--- config.mk ---
export PLATFORM = sky130hd
export DESIGN_NAME = dcache_wb_buffer_flat
export DESIGN_NICKNAME = d
export VERILOG_FILES = /design/src/rtl/dcache_wb_buffer_if.sv /design/src/rtl/dcache_wb_buffer.sv /design/src/flat_wrapper.sv
export SDC_FILE = /design/constraint.sdc
export NUM_CORES = 1
export LEC_CHECK = 0
export CAP_MARGIN = 25
export CORE_ASPECT_RATIO = 1.75
export CORE_MARGIN = 4
export CORE_UTILIZATION = 35
export DETAILED_ROUTE_END_ITERATION = 10
export GPL_TIMING_DRIVEN = 0
export PLACE_DENSITY = 0.51
export SLEW_MARGIN = 20
export SYNTH_ARGS = -nofsm -noshare
export SYNTH_HDL_FRONTEND = slang
export SYNTH_SLANG_ARGS = --single-unit
export TNS_END_PERCENT = 20
--- constraint.sdc ---
create_clock -name clk -period 9.85 [get_ports clk]
set_input_delay 2.955 -clock clk [delete_from_list [all_inputs] [get_ports clk]]
set_output_delay 2.955 -clock clk [all_outputs]
set_load 0.01 [all_outputs]
--- src/rtl/dcache_wb_buffer_if.sv ---
// Bus bundle for the data-cache write-back buffer: cache-side evict/fill
// handshakes, the shared memory port, and the wb_empty status flag.
interface dcache_wb_buffer_if #(
  parameter int ADDR_W = 32,
  parameter int DATA_W = 32
);
  logic              evict_valid;
  logic [ADDR_W-1:0] evict_addr;
  logic [DATA_W-1:0] evict_data;
  logic              evict_ready;
  logic              fill_req;
  logic [ADDR_W-1:0] fill_addr;
  logic              fill_valid;
  logic [DATA_W-1:0] fill_data;
  logic              mem_req;
  logic              mem_we;
  logic [ADDR_W-1:0] mem_addr;
  logic [DATA_W-1:0] mem_wdata;
  logic              mem_ack;
  logic [DATA_W-1:0] mem_rdata;
  logic              wb_empty;

  // buffer side
  modport slave (
    input  evict_valid, evict_addr, evict_data, fill_req, fill_addr, mem_ack, mem_rdata,
    output evict_ready, fill_valid, fill_data, mem_req, mem_we, mem_addr, mem_wdata, wb_empty
  );

  // cache + memory side
  modport master (
    output evict_valid, evict_addr, evict_data, fill_req, fill_addr, mem_ack, mem_rdata,
    input  evict_ready, fill_valid, fill_data, mem_req, mem_we, mem_addr, mem_wdata, wb_empty
  );
endinterface

--- src/rtl/dcache_wb_buffer.sv ---
// Write-back buffer and miss port below the data cache. Queues dirty victims,
// drains them to memory, and serves read-miss fills (forwarded from the queue
// on an address hit, otherwise read from memory) over one shared memory port.
// Optional feature macro: DCACHE_WB_COALESCE_EN (evictions hitting a queued
// address overwrite that entry in place instead of allocating).
module dcache_wb_buffer #(
  parameter int DEPTH  = 4,
  parameter int ADDR_W = 32,
  parameter int DATA_W = 32
) (
  input  logic              clk,
  input  logic              reset,
  dcache_wb_buffer_if.slave bus
);
  localparam int PW = $clog2(DEPTH);
  localparam logic [PW:0] FULL = (PW+1)'(DEPTH);

  typedef enum logic [1:0] {IDLE, WRITE, READ, RESP} state_t;

  state_t            state_q, state_d;
  logic [ADDR_W-1:0] addr_q [DEPTH];
  logic [DATA_W-1:0] data_q [DEPTH];
  logic [PW-1:0]     wr_ptr_q, rd_ptr_q;
  logic [PW:0]       count_q, count_d;
  logic              mem_req_q, mem_req_d;
  logic              mem_we_q, mem_we_d;
  logic [ADDR_W-1:0] mem_addr_q, mem_addr_d;
  logic [DATA_W-1:0] mem_wdata_q, mem_wdata_d;
  logic              fill_valid_q, fill_valid_d;
  logic [DATA_W-1:0] fill_data_q, fill_data_d;
  logic              fwd_hit;
  logic [DATA_W-1:0] fwd_data;
  logic              full, push, pop, coal_hit;

  assign full = (count_q == FULL);

  // Forward search over valid entries, oldest to youngest; the last hit wins.
  // Uses registered queue state only, so a same-cycle eviction is not seen.
  always_comb begin
    fwd_hit  = 1'b0;
    fwd_data = '0;
    for (int k = 0; k < DEPTH; k++) begin
      if ((PW+1)'(k) < count_q && addr_q[rd_ptr_q + PW'(k)] == bus.fill_addr) begin
        fwd_hit  = 1'b1;
        fwd_data = data_q[rd_ptr_q + PW'(k)];
      end
    end
  end

  // Port FSM: fills take priority over drains unless the queue is full.
  // fill_valid_q blocks re-triggering on the fill_req still held during the pulse.
  always_comb begin
    state_d      = state_q;
    mem_req_d    = mem_req_q;
    mem_we_d     = mem_we_q;
    mem_addr_d   = mem_addr_q;
    mem_wdata_d  = mem_wdata_q;
    fill_data_d  = fill_data_q;
    fill_valid_d = 1'b0;
    pop          = 1'b0;
    case (state_q)
      IDLE: begin
        if (bus.fill_req && !fill_valid_q && fwd_hit) begin
          state_d     = RESP;
          fill_data_d = fwd_data;
        end else if (bus.fill_req && !fill_valid_q && !full) begin
          state_d     = READ;
          mem_req_d   = 1'b1;
          mem_we_d    = 1'b0;
          mem_addr_d  = bus.fill_addr;
          mem_wdata_d = '0;
        end else if (count_q != '0) begin
          state_d     = WRITE;
          mem_req_d   = 1'b1;
          mem_we_d    = 1'b1;
          mem_addr_d  = addr_q[rd_ptr_q];
          mem_wdata_d = data_q[rd_ptr_q];
        end
      end
      WRITE: begin
        if (bus.mem_ack) begin
          pop       = 1'b1;
          mem_req_d = 1'b0;
          state_d   = IDLE;
        end
      end
      READ: begin
        if (bus.mem_ack) begin
          fill_data_d = bus.mem_rdata;
          mem_req_d   = 1'b0;
          state_d     = RESP;
        end
      end
      RESP: begin
        fill_valid_d = 1'b1;
        state_d      = IDLE;
      end
      default: state_d = IDLE;
    endcase
  end

`ifdef DCACHE_WB_COALESCE_EN
  logic [PW-1:0] coal_idx;
  logic          head_busy;

  // The head is off-limits once its write data is latched (entering or in WRITE).
  assign head_busy = (state_q == WRITE) || (state_d == WRITE);

  // Youngest queued entry matching the victim address, head excluded while busy.
  always_comb begin
    coal_hit = 1'b0;
    coal_idx = '0;
    for (int k = 0; k < DEPTH; k++) begin
      if ((PW+1)'(k) < count_q && addr_q[rd_ptr_q + PW'(k)] == bus.evict_addr &&
          !(k == 0 && head_busy)) begin
        coal_hit = 1'b1;
        coal_idx = rd_ptr_q + PW'(k);
      end
    end
  end

  // Coalesced victim overwrites the matching entry's data in place.
  always_ff @(posedge clk) begin
    if (bus.evict_valid && coal_hit) data_q[coal_idx] <= bus.evict_data;
    else if (push)                   data_q[wr_ptr_q] <= bus.evict_data;
  end
`else
  assign coal_hit = 1'b0;

  // Queue data storage; validity is tracked by count, so no reset.
  always_ff @(posedge clk) begin
    if (push) data_q[wr_ptr_q] <= bus.evict_data;
  end
`endif

  assign push    = bus.evict_valid && bus.evict_ready && !coal_hit;
  assign count_d = count_q + (PW+1)'(push) - (PW+1)'(pop);

  // Queue address storage.
  always_ff @(posedge clk) begin
    if (push) addr_q[wr_ptr_q] <= bus.evict_addr;
  end

  // Control state, pointers and registered outputs.
  always_ff @(posedge clk) begin
    if (reset) begin
      state_q      <= IDLE;
      wr_ptr_q     <= '0;
      rd_ptr_q     <= '0;
      count_q      <= '0;
      mem_req_q    <= 1'b0;
      mem_we_q     <= 1'b0;
      mem_addr_q   <= '0;
      mem_wdata_q  <= '0;
      fill_valid_q <= 1'b0;
      fill_data_q  <= '0;
    end else begin
      state_q      <= state_d;
      count_q      <= count_d;
      mem_req_q    <= mem_req_d;
      mem_we_q     <= mem_we_d;
      mem_addr_q   <= mem_addr_d;
      mem_wdata_q  <= mem_wdata_d;
      fill_valid_q <= fill_valid_d;
      fill_data_q  <= fill_data_d;
      if (push) wr_ptr_q <= wr_ptr_q + PW'(1);
      if (pop)  rd_ptr_q <= rd_ptr_q + PW'(1);
    end
  end

  assign bus.evict_ready = !full || coal_hit;
  assign bus.fill_valid  = fill_valid_q;
  assign bus.fill_data   = fill_data_q;
  assign bus.mem_req     = mem_req_q;
  assign bus.mem_we      = mem_we_q;
  assign bus.mem_addr    = mem_addr_q;
  assign bus.mem_wdata   = mem_wdata_q;
  assign bus.wb_empty    = (count_q == '0) && (state_q == IDLE);
endmodule

--- src/flat_wrapper.sv ---
// flat-port wrapper written by rule: the top's interface ports become plain ports
module dcache_wb_buffer_flat 
#(
  parameter int DEPTH  = 4,
  parameter int ADDR_W = 32,
  parameter int DATA_W = 32
)
  (clk, reset, bus_evict_valid, bus_evict_addr, bus_evict_data, bus_fill_req, bus_fill_addr, bus_mem_ack, bus_mem_rdata, bus_evict_ready, bus_fill_valid, bus_fill_data, bus_mem_req, bus_mem_we, bus_mem_addr, bus_mem_wdata, bus_wb_empty);
  dcache_wb_buffer_if #(.ADDR_W(ADDR_W), .DATA_W(DATA_W)) bus_i ();
  input  logic clk;
  input  logic reset;
  input wire logic [$bits(bus_i.evict_valid)-1:0] bus_evict_valid;
  input wire logic [$bits(bus_i.evict_addr)-1:0] bus_evict_addr;
  input wire logic [$bits(bus_i.evict_data)-1:0] bus_evict_data;
  input wire logic [$bits(bus_i.fill_req)-1:0] bus_fill_req;
  input wire logic [$bits(bus_i.fill_addr)-1:0] bus_fill_addr;
  input wire logic [$bits(bus_i.mem_ack)-1:0] bus_mem_ack;
  input wire logic [$bits(bus_i.mem_rdata)-1:0] bus_mem_rdata;
  output wire logic [$bits(bus_i.evict_ready)-1:0] bus_evict_ready;
  output wire logic [$bits(bus_i.fill_valid)-1:0] bus_fill_valid;
  output wire logic [$bits(bus_i.fill_data)-1:0] bus_fill_data;
  output wire logic [$bits(bus_i.mem_req)-1:0] bus_mem_req;
  output wire logic [$bits(bus_i.mem_we)-1:0] bus_mem_we;
  output wire logic [$bits(bus_i.mem_addr)-1:0] bus_mem_addr;
  output wire logic [$bits(bus_i.mem_wdata)-1:0] bus_mem_wdata;
  output wire logic [$bits(bus_i.wb_empty)-1:0] bus_wb_empty;
  assign bus_i.evict_valid = bus_evict_valid;
  assign bus_i.evict_addr = bus_evict_addr;
  assign bus_i.evict_data = bus_evict_data;
  assign bus_i.fill_req = bus_fill_req;
  assign bus_i.fill_addr = bus_fill_addr;
  assign bus_i.mem_ack = bus_mem_ack;
  assign bus_i.mem_rdata = bus_mem_rdata;
  assign bus_evict_ready = bus_i.evict_ready;
  assign bus_fill_valid = bus_i.fill_valid;
  assign bus_fill_data = bus_i.fill_data;
  assign bus_mem_req = bus_i.mem_req;
  assign bus_mem_we = bus_i.mem_we;
  assign bus_mem_addr = bus_i.mem_addr;
  assign bus_mem_wdata = bus_i.mem_wdata;
  assign bus_wb_empty = bus_i.wb_empty;
  dcache_wb_buffer #(.DEPTH(DEPTH), .ADDR_W(ADDR_W), .DATA_W(DATA_W)) u_core (.clk(clk), .reset(reset), .bus(bus_i));
endmodule
# --- Word-level counts from Yosys, hierarchy flattened ---
# Memory sizes are Yosys's and may differ from the RTL's. A register that Yosys moved wholly into a read port is not among the register bits.
# Cells that the tools add are included.
op_classes:
  add_sub_neg: 6
  magnitude_cmp: 4
  n_eq_ne: 15
  n_mux: 36
  n_bitwise: 1
  n_reduce_logical: 22
ops:
  columns: ["operator", "n"]
  rows:
  - ["$mux W32", 10]
  - ["$eq A32 B32 Y1", 4]
  - ["$pmux W32 S2", 1]
  - ["$mux W2", 9]
  - ["$mux W1", 14]
  - ["$logic_and A1 B1 Y1", 9]
  - ["$reduce_and A3 Y1", 3]
  - ["$pmux W2 S4", 1]
  - ["$lt A1 B3 Y1 const A", 2]
  - ["$lt A2 B3 Y1 const A", 2]
  - ["$ne A2 B2 Y1 const B", 3]
  - ["$reduce_bool A2 Y1", 3]
  - ["$add A2 B1 Y2 const B", 2]
  - ["$add A2 B2 Y2 const B", 2]
  - ["$eq A2 B2 Y1 const B", 2]
  - ["$ne A2 B1 Y1 const B", 2]
  - ["$ne A4 B1 Y1 const B", 1]
  - ["$reduce_and A4 Y1", 1]
  - ["$add A3 B1 Y3", 1]
  - ["$eq A3 B3 Y1 const B", 1]
  - ["$logic_not A3 Y1", 1]
  - ["$ne A3 B1 Y1 const B", 1]
  - ["$reduce_bool A3 Y1", 1]
  - ["$sub A3 B1 Y3", 1]
  - ["other kinds (6)", 7]
totals:
  reg_bits: 108
  ram_bits: 256
  inputBits: 133
  out_inout_bits: 101
  elab_cells: 96
  memories: 2
mem_list:
  columns: ["memory", "words", "width", "rd", "rd_ports_with_merged_regs", "write_ports", "line", "source"]
  rows:
  - ["u_core.addr_q", 4, 32, 4, 1, 1, "dcache_wb_buffer.sv:21", "logic [ADDR_W-1:0] addr_q [DEPTH];"]
  - ["u_core.data_q", 4, 32, 4, 1, 1, "dcache_wb_buffer.sv:22", "logic [DATA_W-1:0] data_q [DEPTH];"]

# --- Longest topological paths before layout ---
# Gate-level depths: netlist of run 1.
# An unclocked memory read counts as a cell.
logic_depth:
  word_depth: 10
  mapped_depth: 16
  ltp_nobuf: 11

# --- Worst setup path before layout of run 1 ---
# OpenSTA, ideal clock, no wires.
synth_timing:
  kind: "input to register"
  start: "in bus_fill_addr[18]"
  end: "reg u_core.fill_data_q[0] (netlist: u_core.bus.fill_data[0])"
  setup_ps: 119
  t_arrival_ps: 5264
  t_required_ps: 9731
  path_slack_ps: 4467
  stages: 11
  n_path_buf: 2
  path_cell_list: "buf_1 > nor2b_1 > mux2_2 > nor2_1 > or4_1 > nor3_2 > nand4_2 > a41oi_2 > mux2i_2 > buf_2 > o221a_1"
synth_between:
  elab_chain_len: 9
  word_cells_on_any_way: 21
  classes_between: "eq/ne (5); mux (10); reduce/logical (6)"
synth_rtl:
  columns: ["item", "line", "source"]
  rows:
  - ["from (decl)", "flat_wrapper.sv:16", "input wire logic [$bits(bus_i.fill_addr)-1:0] bus_fill_addr;"]
  - ["$eq A32 B32 Y1", "dcache_wb_buffer.sv:43", "if ((PW+1)'(k) < count_q && addr_q[rd_ptr_q + PW'(k)] == bus.fill_addr) begin"]
  - ["$logic_and A1 B1 Y1", "dcache_wb_buffer.sv:43", null]
  - ["$mux W1 (4 in series)", "dcache_wb_buffer.sv:43", null]
  - ["$logic_and A1 B1 Y1", "dcache_wb_buffer.sv:63", "if (bus.fill_req && !fill_valid_q && fwd_hit) begin"]
  - ["$ne A2 B1 Y1 (no source line)", null, null]
  - ["$reduce_and A3 Y1 (no source line)", null, null]
  - ["to (signal assigned)", "dcache_wb_buffer.sv:165", "fill_data_q <= fill_data_d;"]
  - ["to (decl)", "dcache_wb_buffer.sv:30", "logic [DATA_W-1:0] fill_data_q, fill_data_d;"]
# Parallel ways exist; a longest one is shown, timed or not. The select of a mux whose other input is x is not followed.
# A chain may end at the register's enable or synchronous reset.

# --- Worst setup path after layout of run 1 ---
layout_timing:
  start: "in bus_fill_addr[5]"
  end: "reg u_core.fill_data_q[2] (netlist: u_core.bus.fill_data[2])"
# The elaborated chain is that of the path after synthesis.

==> results of run 1 <==
## layout make-up
cell class | count | area [um2]
antenna | 1 | 2.50
sequential | 366 | 9890
clock inverter | 22 | 246
inverter | 21 | 78.8
multi-input combinational | 1087 | 11400
timing repair buffer | 217 | 2260
clock buffer | 51 | 1110
buffer | 164 | 779
fill | 5889 | 35600
tap | 799 | 1000
## sequential cells by signal, indices dropped and copies added, names as in the netlist, named ones only
register,count
u_core.bus.mem_addr,32
u_core.bus.fill_data,32
u_core.bus.mem_req,1
u_core.count_q,3
u_core.bus.fill_valid,1
u_core.addr_q,128
u_core.rd_ptr_q,2
u_core.data_q,128
u_core.bus.mem_we,1
u_core.bus.mem_wdata,32
u_core.state_q,2
u_core.wr_ptr_q,2
## stage by stage
step	setup WS [ps]	cell area (um2)	hold slack, ps	cells
2_1_floorplan	4470	22100	503	1638
3_3_place_gp	2400	25200	458	2643
3_5_place_dp	2440	25400	466	2651
4_1_cts	3050	26700	481	2724
5_1_grt	2910	26800	491	2727
6_report	2950	26800	478	2728
## synthesized netlist by cell type (19+ instances only)
master / n
edfxtp_1: 256
mux4_2: 222
mux2i_1: 130
dfxtp_1: 110
clkbuf_1: 91
xnor2_1: 80
nor2_1: 69
nand2_1: 64
a21oi_1: 51
o21ai_0: 42
and2_1: 40
nor3_1: 39
o22ai_1: 38
xor2_1: 38
a211oi_1: 36
a221oi_1: 33
buf_2: 33
a31o_1: 32
o221a_1: 32
inv_1: 19
## logic make-up (layout without fill, tap and decap cells)
group,after synthesis,after routing,share of synthesized area [%]
AO/OA/AOI/OAI,307,307,10.3
XOR/XNOR,118,118,4.67
adder cells (fa/ha/maj),13,13,0.769
buffers and inverters,185,475,3.87
flip-flops,366,366,44.7
multiplexers,367,367,29.2
other,0,1,0
AND/OR/NAND/NOR,282,282,6.43
## layer usage
layer	up-vias	global-route usage, %	share of wire, %
li1	7140	-	-
met1	8510	26.8	33
met2	737	49.5	54
met3	226	4.38	5.6
met4	6	15.1	7.1
met5	-	0	0.039
## worst paths after layout
kind / cells after the start / end / slack (ps) / start
setup / recovery: 11 / u_core.bus.fill_data[2] / 2950 / bus_fill_addr[5]
hold / removal: 1 / u_core.bus.mem_wdata[15] / 480 / u_core.bus.mem_wdata[15]
setup reg to reg: 14 / u_core.bus.fill_data[28] / 3910 / u_core.rd_ptr_q[0]
hold reg to reg: 1 / u_core.bus.mem_wdata[15] / 480 / u_core.bus.mem_wdata[15]
## power by group
part           switching (mW)  leakage, nW  internal, mW
sequential              0.225         3.25          1.96
clock                   0.650        0.673         0.932
combinational            1.40         4.67          1.11
total                    2.28         8.60          4.00
## worst max-delay path: cells and delay by family
kind / cells / cell delay, ps
AOI/OAI and AO/OA: 2 / 960
xor gates and xnor gates: 1 / 170
buffers and inverters: 4 / 1320
muxes: 1 / 300
and+or+nand+nor: 3 / 1630
==> out/results.ini, run 1 <==
[status]
run_status = completed

[detailed_routing]
routed_via_density = 6.09
ant_nets = 0
wl_per_cell_um = 33.2
drt_pass1_iterations = 6
wirelength_um = 90500
vias = 16619
drt_first_iter_violations = 1241
drc = 0

[sta]
tightest_slew_ps = 987
slew_headroom_pct = 34.2
drv_slew = 0
period_minus_slack_ps = 6900
timing.fmax_mhz = 145
final_hold_viol_count = 0
finalSetupTns_ps = 0
fin_skew_ps = 22.8
finalCritPeriodShare_pct = 70.0
finalSetupViolCount = 0
rsz0062_at_grt = no

[synth]
yosysSeqAreaShare_pct = 44.7
synth_flop_cell = edfxtp_1
synthesis.area_mm2 = 0.0221
ys_types = 70
synth-seq-cells = 366
synth_edf_count = 256
synthArstFlopShare_pct = 0
synth_cells = 1638
synth-warning-count = 0
synth_area_leaders = edfxtp_1 (35%), mux4_2 (23%), dfxtp_1 (10%), mux2i_1 (5.9%), xnor2_1 (3.2%)
synth_area_leader_cell = edfxtp_1
synth_top_area_share_pct = 34.7
synth.avg_cell_area_um2 = 13.5
syn_nets = 1784

[floorplan]
rows = 121
die_w_um = 198
core_mm2 = 0.0624
die_y_um = 341
initial_utilization_pct = 35.5
io_pins = 234
dieArea_mm2 = 0.0675

[grt]
grt_pass1_wl_um = 127000
grt_pass1_vias = 17338
grt_max_degree = 36
grt_antenna_before_repair = 4
grt_overflow = 0
grt_use_total_pct = 26.2

[clock_network]
htree_levels = 2
clk_latency_ps = 590
clockRootBuffer = clkbuf_16
cts.sinks = 366
numCtsBuffers = 40
holdBufCountCts = 0
cts_setup_buffers = 0
clk_path_buf_depth = 3
cts_tree = yes
path_clk_slew_ps = 70
cts_resized = 0

[run]
cap_violations = 0

[setup_path]
cp-end-kind = flop
slowest_stage = nor4_2
cp_max_fo = 10
setup.worst_path.class = input port to flop
max_stage_delay_ps = 810
required_ps = 10310
crit_top_cell = inv_1
path_cells = clkdlybuf4s50_1 -> inv_1 -> xnor2_1 -> nor4_1 -> nand2_1 -> nor4_2 -> inv_1 -> a41oi_2 -> mux2i_2 -> buf_2 -> o221a_1
worstPathArrival_ps = 7360
crit_path_start_kind = input port

[placement]
portBuffers = 206
gp_congestion = 0.958
dp_hpwl_um = 71900

[power]
peakVddDrop_v = 0.000185
power_mw = 6.28
power.leakage_nw = 8.60
power_density_mw_per_mm2 = 234

[hold_path]
min_path_type = flop to flop

[finish]
drive_gt1_share_pct = 19.4
nets = 2043
final_common_cell = edfxtp_1
final_util_pct = 42.9
final_cell_mix = edfxtp_1 (256), mux4_2 (222), clkdlybuf4s50_1 (206)
area_growth_pct = 21.0

Power figures use the tool's default switching activity.
==> inputs of run 2 (changes only) <==
==> constraint.sdc (replaced) <==
create_clock -name clk -period 6.75 [get_ports clk]
set_input_delay 2.025 -clock clk [delete_from_list [all_inputs] [get_ports clk]]
set_output_delay 2.025 -clock clk [all_outputs]
set_load 0.01 [all_outputs]
==> results of run 2 <==
The final DEF is identical to that of run 1. Status: completed.
Main changes from that run: setup slack after placement 2440 ps -> 268 ps; setup slack after layout 2950 ps -> 781 ps; register-to-register setup slack 3910 ps -> 810 ps; total power 6.28 mW -> 9.16 mW; worst IR drop on VDD 0.000185 V -> 0.000269 V
==> inputs of run 3 (changes only) <==
--- a/config.mk
+++ b/config.mk
@@ -11,7 +11,6 @@
 export CORE_UTILIZATION = 35
 export DETAILED_ROUTE_END_ITERATION = 10
 export GPL_TIMING_DRIVEN = 0
-export PLACE_DENSITY = 0.51
 export SLEW_MARGIN = 20
 export SYNTH_ARGS = -nofsm -noshare
 export SYNTH_HDL_FRONTEND = slang
==> out/results.ini, run 3 (synthesis gave the netlist of run 1 again) <==
[status]
run_status = completed

[finish]
nets = 2037
reg.largest.list = u_core.addr_q: 128 flops, u_core.data_q: 128 flops
area_growth_pct = 20.5
fillCellCount = 5783
multiInputGateArea_mm2 = 0.0114
final_util_pct = 42.8
final_cell_mix = edfxtp_1 (256), mux4_2 (222), clkdlybuf4s50_1 (206)
drive_gt1_share_pct = 19.2
seqCellArea_mm2 = 0.00989
antennaDiodeCount = 0
final_common_cell = edfxtp_1

[placement]
dp_slack_ps = 257
dp_hpwl_um = 70600
gp_congestion = 1.02
portBuffers = 206

[sta]
period_minus_slack_ps = 5990
timing.fmax_mhz = 167
hold_ws_ps = 477
drv_slew = 0
tightest_slew_ps = 968
finalSetupTns_ps = 0
final_hold_viol_count = 0
slew_headroom_pct = 35.5
fin_ws_ps = 765
fin_skew_ps = 20.1
finalSetupViolCount = 0
finalCritPeriodShare_pct = 88.7
rsz0062_at_grt = no

[grt]
grt_use_total_pct = 25.6
top_usage_layer = met2
grt_util_met2_pct = 48.0
grt_pass1_vias = 17285
grt_antenna_before_repair = 2
use_met1_pct = 26.5
grt_pass1_wl_um = 124000
grt_overflow = 0
grt_max_degree = 35
met3_usage_pct = 3.09

[floorplan]
io_pins = 234
dieArea_mm2 = 0.0675
core_mm2 = 0.0624
die_w_um = 198
rows = 121
die_y_um = 341
initial_utilization_pct = 35.5

[clock_network]
numCtsBuffers = 38
path_clk_slew_ps = 60
clk_latency_ps = 570
clk_path_buf_depth = 3
cts_setup_buffers = 0
cts_resized = 0
holdBufCountCts = 0
cts.sinks = 366
clockRootBuffer = clkbuf_16
htree_levels = 2
cts_tree = yes

[detailed_routing]
ant_nets = 0
routed_via_density = 6.17
vias = 16768
wirelength_um = 88800
wl_per_cell_um = 32.7
drc = 0
drt_pass1_iterations = 6
drt_first_iter_violations = 1573

[setup_path]
crit_path_start_kind = input port
slowest_stage = nor4_2
r2r_cells = 14
max_stage_delay_ps = 840
cp_max_fo = 10
crit_cells = 11
critPathTopFamily = buffers and inverters
worstPathArrival_ps = 6440
path_cells = clkdlybuf4s50_1 -> clkbuf_1 -> o221ai_1 -> o21ai_0 -> nand4_1 -> nor4_2 -> inv_1 -> a41oi_2 -> mux2i_2 -> buf_2 -> o221a_1
required_ps = 7200
setup.worst_path.class = input port to flop
cp_num_buf_inv = 4
r2r_slack_ps = 800
cp-end-kind = flop

[hold_path]
min_path_type = flop to flop
min_path_cells = 1

[power]
power_mw = 9.08
power_density_mw_per_mm2 = 340
power.leakage_nw = 8.54
switching_share_pct = 36.5
intPower_mw = 5.77
power_frac_clock_pct = 24.7
peakVddDrop_v = 0.000205
power_frac_comb_pct = 40.0
power_switching_mw = 3.31
seqPwrFrac_pct = 35.2

[run]
cap_violations = 0

[run 3: changes by cell type in the layout (fill, tap and decap cells not counted), moves of 2 or more]
cell,before,now
clkinv_4,1,3
buf_16,2,4
clkinv_8,0,2
buf_12,4,0
clkbuf_8,5,0
clkbuf_16,41,39
clkinvlp_4,0,3
[run 3: metal layers]
layer / up-vias / routed length, um
li1: 7115 / -
met1: 8494 / 28900
met2: 904 / 48000
met3: 251 / 5080
met4: 4 / 6900
met5: - / 27
[run 3: metrics by stage]
step	cell area (um2)	instances
global placement	25200	2643
global route	26700	2719
finish	26700	2719
CTS	26600	2716
detailed placement	25300	2647
floorplan	22100	1638
[run 3: worst register-to-register path: cells and delay by family, from the launching register on]
family / cells / cell delay [ps]
flops: 1 / 310
buf+inv: 6 / 2690
simple gates: 4 / 1850
compound gates: 4 / 1050
[run 3: power by group through the flow]
stage	sequential, mW	combinational, mW	clock [mW]
6_report	3.20	3.64	2.25
5_1_grt	3.24	3.83	2.36
4_1_cts	3.19	3.64	2.29
3_5_place_dp	3.23	3.63	0
3_3_place_gp	3.23	3.57	0
2_1_floorplan	3.23	1.98	0
[run 3: path summary, 6_finish.rpt]
check                           startpoint                        to
setup / recovery         bus_fill_addr[13]   u_core.bus.fill_data[0]
hold / removal    u_core.bus.mem_wdata[15]  u_core.bus.mem_wdata[15]
setup reg to reg        u_core.rd_ptr_q[0]  u_core.bus.fill_data[22]
hold reg to reg   u_core.bus.mem_wdata[15]  u_core.bus.mem_wdata[15]
[run 3: area by class of cell]
cell class,count,area share [%]
clock inverter,27,1.24
multi-input combinational,1087,42.8
buffer,164,2.92
sequential,366,37.1
tap,799,3.75
clock buffer,42,3.70
timing repair buffer,213,8.27
inverter,21,0.296
